--- src/rtl/mult_shift_add_datapath_if.sv ---
`default_nettype none
// ============================================================================
// Module   : mult_shift_add_datapath_if
// Purpose  : Control strobes, operands and status flags shared by the
//            multiplier control FSM and its shift-and-add datapath.
// Revision : 1.0
// ============================================================================
interface mult_shift_add_datapath_if #(
   parameter int WIDTH = 8
);
   logic                 load;
   logic                 shift;
   logic                 sync_reset;
   logic                 enable;
   logic [WIDTH-1:0]     multiplicand;
   logic [WIDTH-1:0]     multiplier;
   logic [2*WIDTH-1:0]   product;
   logic                 finish_load;
   logic                 finish_shift;
   logic                 finish;
   logic                 reset_done;

   modport master (
      output load, shift, sync_reset, enable, multiplicand, multiplier,
      input  product, finish_load, finish_shift, finish, reset_done
   );

   modport slave (
      input  load, shift, sync_reset, enable, multiplicand, multiplier,
      output product, finish_load, finish_shift, finish, reset_done
   );
endinterface
`default_nettype wire

--- src/rtl/mult_shift_add_datapath.sv ---
`default_nettype none
// ============================================================================
// Module   : mult_shift_add_datapath
// Purpose  : Shift-and-add datapath of the sequential unsigned multiplier,
//            driven by the Moore control FSM strobes. Optional early exit
//            when no multiplier bits remain: define MULT_EARLY_EXIT_EN.
// Revision : 1.0
// ============================================================================
module mult_shift_add_datapath #(
   parameter int WIDTH = 8
) (
   input  logic                      clk,
   input  logic                      reset,
   mult_shift_add_datapath_if.slave  bus
);
   localparam int                  c_cnt_w   = $clog2(WIDTH + 1);
   localparam logic [c_cnt_w-1:0]  c_cnt_max = c_cnt_w'(WIDTH);
   localparam logic [c_cnt_w-1:0]  c_cnt_one = c_cnt_w'(1);

   logic [2*WIDTH-1:0]  r_mcand;
   logic [WIDTH-1:0]    r_mplier;
   logic [2*WIDTH-1:0]  r_acc;
   logic [c_cnt_w-1:0]  r_cnt;
   logic [2*WIDTH-1:0]  r_product;
   logic                r_finish_load;
   logic                r_finish;
   logic                r_reset_done;

   logic                w_done;
   logic [2*WIDTH-1:0]  w_acc_next;

`ifdef MULT_EARLY_EXIT_EN
   assign w_done = (r_cnt == c_cnt_max) || ((r_mplier == '0) && (r_cnt != '0));
`else
   assign w_done = (r_cnt == c_cnt_max);
`endif

   // Full 2*WIDTH-bit sum; A*B never exceeds (2^WIDTH-1)^2 so no carry-out.
   assign w_acc_next = r_mplier[0] ? (r_acc + r_mcand) : r_acc;

   always_ff @(posedge clk or posedge reset) begin
      if (reset) begin
         r_mcand       <= '0;
         r_mplier      <= '0;
         r_acc         <= '0;
         r_cnt         <= '0;
         r_product     <= '0;
         r_finish_load <= 1'b0;
         r_finish      <= 1'b0;
         r_reset_done  <= 1'b0;
      end else if (!bus.sync_reset) begin
         r_mcand       <= '0;
         r_mplier      <= '0;
         r_acc         <= '0;
         r_cnt         <= '0;
         r_finish_load <= 1'b0;
         r_finish      <= 1'b0;
         r_reset_done  <= 1'b1;
      end else if (bus.enable) begin
         if (bus.load) begin
            r_mcand       <= {{WIDTH{1'b0}}, bus.multiplicand};
            r_mplier      <= bus.multiplier;
            r_acc         <= '0;
            r_cnt         <= '0;
            r_finish_load <= 1'b1;
            r_reset_done  <= 1'b0;
         end else begin
            r_finish_load <= 1'b0;
            if (bus.shift) begin
               // Strobes arriving after completion are the FSM's transition cycle.
               if (!w_done) begin
                  r_acc    <= w_acc_next;
                  r_mcand  <= {r_mcand[2*WIDTH-2:0], 1'b0};
                  r_mplier <= {1'b0, r_mplier[WIDTH-1:1]};
                  r_cnt    <= r_cnt + c_cnt_one;
               end
            end else if (w_done && !r_finish) begin
               r_product <= r_acc;
               r_finish  <= 1'b1;
            end
         end
      end
   end

   assign bus.product      = r_product;
   assign bus.finish_load  = r_finish_load;
   assign bus.finish_shift = w_done;
   assign bus.finish       = r_finish;
   assign bus.reset_done   = r_reset_done;
endmodule
`default_nettype wire

--- src/flat_wrapper.sv ---
// flat-port wrapper written by rule: the top's interface ports become plain ports
module mult_shift_add_datapath_flat 
#(
   parameter int WIDTH = 8
)
  (clk, reset, bus_load, bus_shift, bus_sync_reset, bus_enable, bus_multiplicand, bus_multiplier, bus_product, bus_finish_load, bus_finish_shift, bus_finish, bus_reset_done);
  mult_shift_add_datapath_if #(.WIDTH(WIDTH)) bus_i ();
  input  logic clk;
  input  logic reset;
  input wire logic [$bits(bus_i.load)-1:0] bus_load;
  input wire logic [$bits(bus_i.shift)-1:0] bus_shift;
  input wire logic [$bits(bus_i.sync_reset)-1:0] bus_sync_reset;
  input wire logic [$bits(bus_i.enable)-1:0] bus_enable;
  input wire logic [$bits(bus_i.multiplicand)-1:0] bus_multiplicand;
  input wire logic [$bits(bus_i.multiplier)-1:0] bus_multiplier;
  output wire logic [$bits(bus_i.product)-1:0] bus_product;
  output wire logic [$bits(bus_i.finish_load)-1:0] bus_finish_load;
  output wire logic [$bits(bus_i.finish_shift)-1:0] bus_finish_shift;
  output wire logic [$bits(bus_i.finish)-1:0] bus_finish;
  output wire logic [$bits(bus_i.reset_done)-1:0] bus_reset_done;
  assign bus_i.load = bus_load;
  assign bus_i.shift = bus_shift;
  assign bus_i.sync_reset = bus_sync_reset;
  assign bus_i.enable = bus_enable;
  assign bus_i.multiplicand = bus_multiplicand;
  assign bus_i.multiplier = bus_multiplier;
  assign bus_product = bus_i.product;
  assign bus_finish_load = bus_i.finish_load;
  assign bus_finish_shift = bus_i.finish_shift;
  assign bus_finish = bus_i.finish;
  assign bus_reset_done = bus_i.reset_done;
  mult_shift_add_datapath #(.WIDTH(WIDTH)) u_core (.clk(clk), .reset(reset), .bus(bus_i));
endmodule
--- config.mk ---
export PLATFORM = sky130hd
export DESIGN_NAME = mult_shift_add_datapath_flat
export DESIGN_NICKNAME = d
export VERILOG_FILES = /design/src/rtl/mult_shift_add_datapath_if.sv /design/src/rtl/mult_shift_add_datapath.sv /design/src/flat_wrapper.sv
export SDC_FILE = /design/constraint.sdc
export NUM_CORES = 1
export LEC_CHECK = 0
export CAP_MARGIN = 20
export CORE_ASPECT_RATIO = 0.8
export CORE_MARGIN = 1
export CORE_UTILIZATION = 40
export CTS_BUF_LIST = sky130_fd_sc_hd__clkbuf_8
export DETAILED_ROUTE_END_ITERATION = 16
export GPL_ROUTABILITY_DRIVEN = 1
export SETUP_SLACK_MARGIN = 0.2
export SKIP_LAST_GASP = 1
export SLEW_MARGIN = 25
export SYNTH_ARGS = -nofsm -noshare
export SYNTH_HDL_FRONTEND = slang
export SYNTH_SLANG_ARGS = --single-unit
export TNS_END_PERCENT = 5
--- constraint.sdc ---
create_clock -name clk -period 2.53 [get_ports clk]
set_input_delay 0.3795 -clock clk [delete_from_list [all_inputs] [get_ports clk]]
set_output_delay 0.3795 -clock clk [all_outputs]
set_load 0.02 [all_outputs]
==> out/qor.txt <==
Status -> finished clean
Hold WC Path Type -> in -> async
Fraction of registers with async set/reset -> 100%
Crit-path max FO -> 7
Nets@finish -> 435
WL final -> 7350 um
Register area share after synthesis -> 46.6%
Largest area contributor in the netlist -> dfrtp_1
Routed wl met2 -> 3140 um
Area share of the largest cell type after synthesis -> 46.6%
Ys flop type -> dfrtp_1
Vias in the first global route -> 2546
Power Dens Cells -> 517 mW/mm^2
Area grow syn2layout -> 22.1%
Max transition margin -> 36.3%
CP startpoint kind -> register
CTS tree -> yes
Pins Over Slew Limit -> 0
N_diodes -> 0
Core ar. -> 0.00806 mm^2
Final setup violation count -> 0
Adder-cell share of the synthesized area -> 6.88%
IO buf count -> 41
Largest net degree at the start of global routing -> 39
Mux cell area share after synthesis -> 9.32%
Worst setup margin -> 0.287 ns
WS Path Type -> reg -> reg
Max VDD drop -> 0.304 mV
EDFF count, synth -> 0
Synth Area in Compound Gates -> 12.5%
Xor and xnor area share after synthesis -> 3.88%
Die Ht -> 84.2 um
Num Clock Sinks -> 63
Crit path DAT -> 2.48 ns
NetSw -> 0.000534 W
Worst Skew -> 0.0121 ns
CP Capture Type -> register
Max_cap viols -> 0
First-pass iteration count of the detailed router -> 4
Remaining DRCs -> 0
GRT Residual Overflow -> 0
DRT met1 WL -> 3850 um
Clock share of power -> 40.5%
Fmax achieved -> 446 MHz
Unrepaired setup endpoints after global routing -> yes
Die width -> 105 um
Synthesis Warnings -> 0
Initial Utilization -> 42.0%
Synth Area per Inst -> 9.64 um^2
Root Buffer -> clkbuf_8
# H-tree levels -> 3
Routed Antenna Nets -> 0
GPL Wtd Cong -> 0.795
Clk buf depth -> 2
Setup TNS -> 0 ns
Initial drt markers -> 126
Clk_lat worst skew -> 0.35 ns
Initial antenna violation count -> 0
Layout cell share with drive strength beyond 1 -> 14.5%
Worst-path clk slew -> 0.08 ns
Routed wire per std cell -> 14.5 um
Total global-route track usage -> 18.3%
DR vias/cell -> 5.15
First-pass GRT wire length -> 12500 um
Uppermost layer routed -> met4
Place WS -> 0.310 ns
Flop pwr share -> 49.4%
Slew @ Worst Pin -> 0.956 ns
Num ports -> 42
Seq cells post-synth -> 63
Final Hold Fails -> 0
R2r startpoint -> u_core.r_mcand[10]
Largest family of logic cells by synthesized area -> simple AND/OR/NAND/NOR gates
Cell count after synthesis -> 351
Post-Synth Simple-Gate Area -> 17.3%
Rows -> 29
Postcts setup bufs -> 0
Die area -> 0.00883 mm^2
Top cells by area, synth -> dfrtp_1 47%, mux2_2 9.3%, nand2_1 8.7%, ha_1 6.3%, nand3_1 3.7%
Combinational share of power -> 10.1%
Req. time, crit path -> 2.76 ns
Lkg Pwr -> 2.01 nW
Internal Dissipation -> 0.00160 W
Routed via count -> 2618
Mapped Nets -> 391
Fin crit share -> 88.7%
CP Launch Point -> u_core.r_mcand[10]
PostCTS Resize Cnt -> 0
Number of CTS-inserted buffers -> 9
Synth Cell Area -> 0.00338 mm^2
Switching share of power -> 25.0%
Min Clock Period, post-route -> 2.24 ns
Wire length on met3 -> 286 um
Netlist cell types -> 42
CTS Hold Buffers Added -> 0
Hpwl dp -> 5140 um
logic make-up (layout without fill, tap and decap cells):
logic type,count (synthesis),after routing
and+or+nand+nor,132,132
AOI/OAI and AO/OA,66,66
DFF,63,63
buffers and inverters,29,78
muxes,28,28
adders and majority gates,18,18
xor gates and xnor gates,15,15
final cells by class:
type | instances | area [um^2]
fillers | 768 | 3930
inverters | 12 | 45.0
repair buffers | 50 | 490
clock inverters | 6 | 52.6
clock buffers | 10 | 138
flip-flops and latches | 63 | 1580
multi-input cells | 259 | 1690
well taps | 108 | 135
final timing paths:
kind                       depth (start not counted)  slack (ns)               endpoint
setup / recovery                                   7        0.29       u_core.r_acc[15]
min in group clk                                   2        0.47     u_core.r_mplier[2]
setup reg to reg                                   7        0.29       u_core.r_acc[15]
max in group asynchronous                          3        1.50  u_core.bus.product[5]
hold / removal                                     2        0.41        u_core.r_cnt[0]
hold reg to reg                                    2        0.47     u_core.r_mplier[2]
cells in the final DEF, fill, tap and decap left out, types with 4 or more instances in the layout:
cell type,Yosys,layout
mux2_2,28,28
nand2_1,78,78
nor2_1,11,11
clkbuf_8,0,10
xnor2_1,4,4
ha_1,17,16
o21ai_0,25,25
nand4_1,4,4
inv_1,12,13
a21oi_1,10,9
xor2_1,11,11
clkdlybuf4s50_1,0,41
a31oi_1,4,4
and3_1,4,4
buf_4,0,8
a21o_1,5,5
nand3_1,25,25
dfrtp_1,63,63
state kept, by name (all words and copies together) (netlist names):
signal and cells:
u_core.bus.finish_load 1, u_core.bus.product 16, u_core.r_cnt 4, u_core.bus.finish 1
u_core.r_acc 16, u_core.bus.reset_done 1, u_core.r_mcand 16, u_core.r_mplier 8
power groups by stage:
stage	Sequential, W	Clock (W)	Combinational, W
floorplan	0.00107	0	0.000133
global placement	0.00107	0	0.000216
detailed placement	0.00107	0	0.000217
CTS	0.00105	0.000891	0.000219
global route	0.00106	0.000933	0.000240
finish	0.00105	0.000865	0.000216
worst max-delay path, cell delays in order, from the launching register on:
cell	delay (ns)
dfrtp_1	0.41
ha_1	0.44
nand3_2	0.14
a211oi_2	0.22
a21oi_1	0.14
or3_1	0.39
a41o_1	0.24
a21o_1	0.17
per-stage QoR:
step                utilization [%]  hold slack [ns]  area (um^2)  total power, W  cells
finish                         51.3            0.409         4130         0.00213    508
global placement               48.8            0.445         3930         0.00129    492
global route                   51.3            0.470         4130         0.00223    508
CTS                            51.2            0.428         4120         0.00216    508
detailed placement             48.8            0.451         3930         0.00129    492
floorplan                         -            0.430         3380         0.00120    351
cell usage after synthesis, drive strengths merged, types with 2 or more instances:
master,number
and3,4
nor2b,2
a32o,2
a211oi,2
o211ai,4
nand2,78
a21o,5
dfrtp,63
nand4,5
and2,2
a31oi,4
mux2,28
nor2,11
buf,10
inv,12
clkbuf,7
o21ai,27
xor2,11
nand3,26
o21a,3
a21oi,10
xnor2,4
ha,17
a21boi,2
metal layers:
metal | vias up | track usage [%]
li1 | 1308 | -
met1 | 1255 | 25.8
met2 | 49 | 27.1
met3 | 6 | 5.67
met4 | 0 | 5.12
met5 | - | 0
No activity file was read; power rests on OpenSTA's default activity.
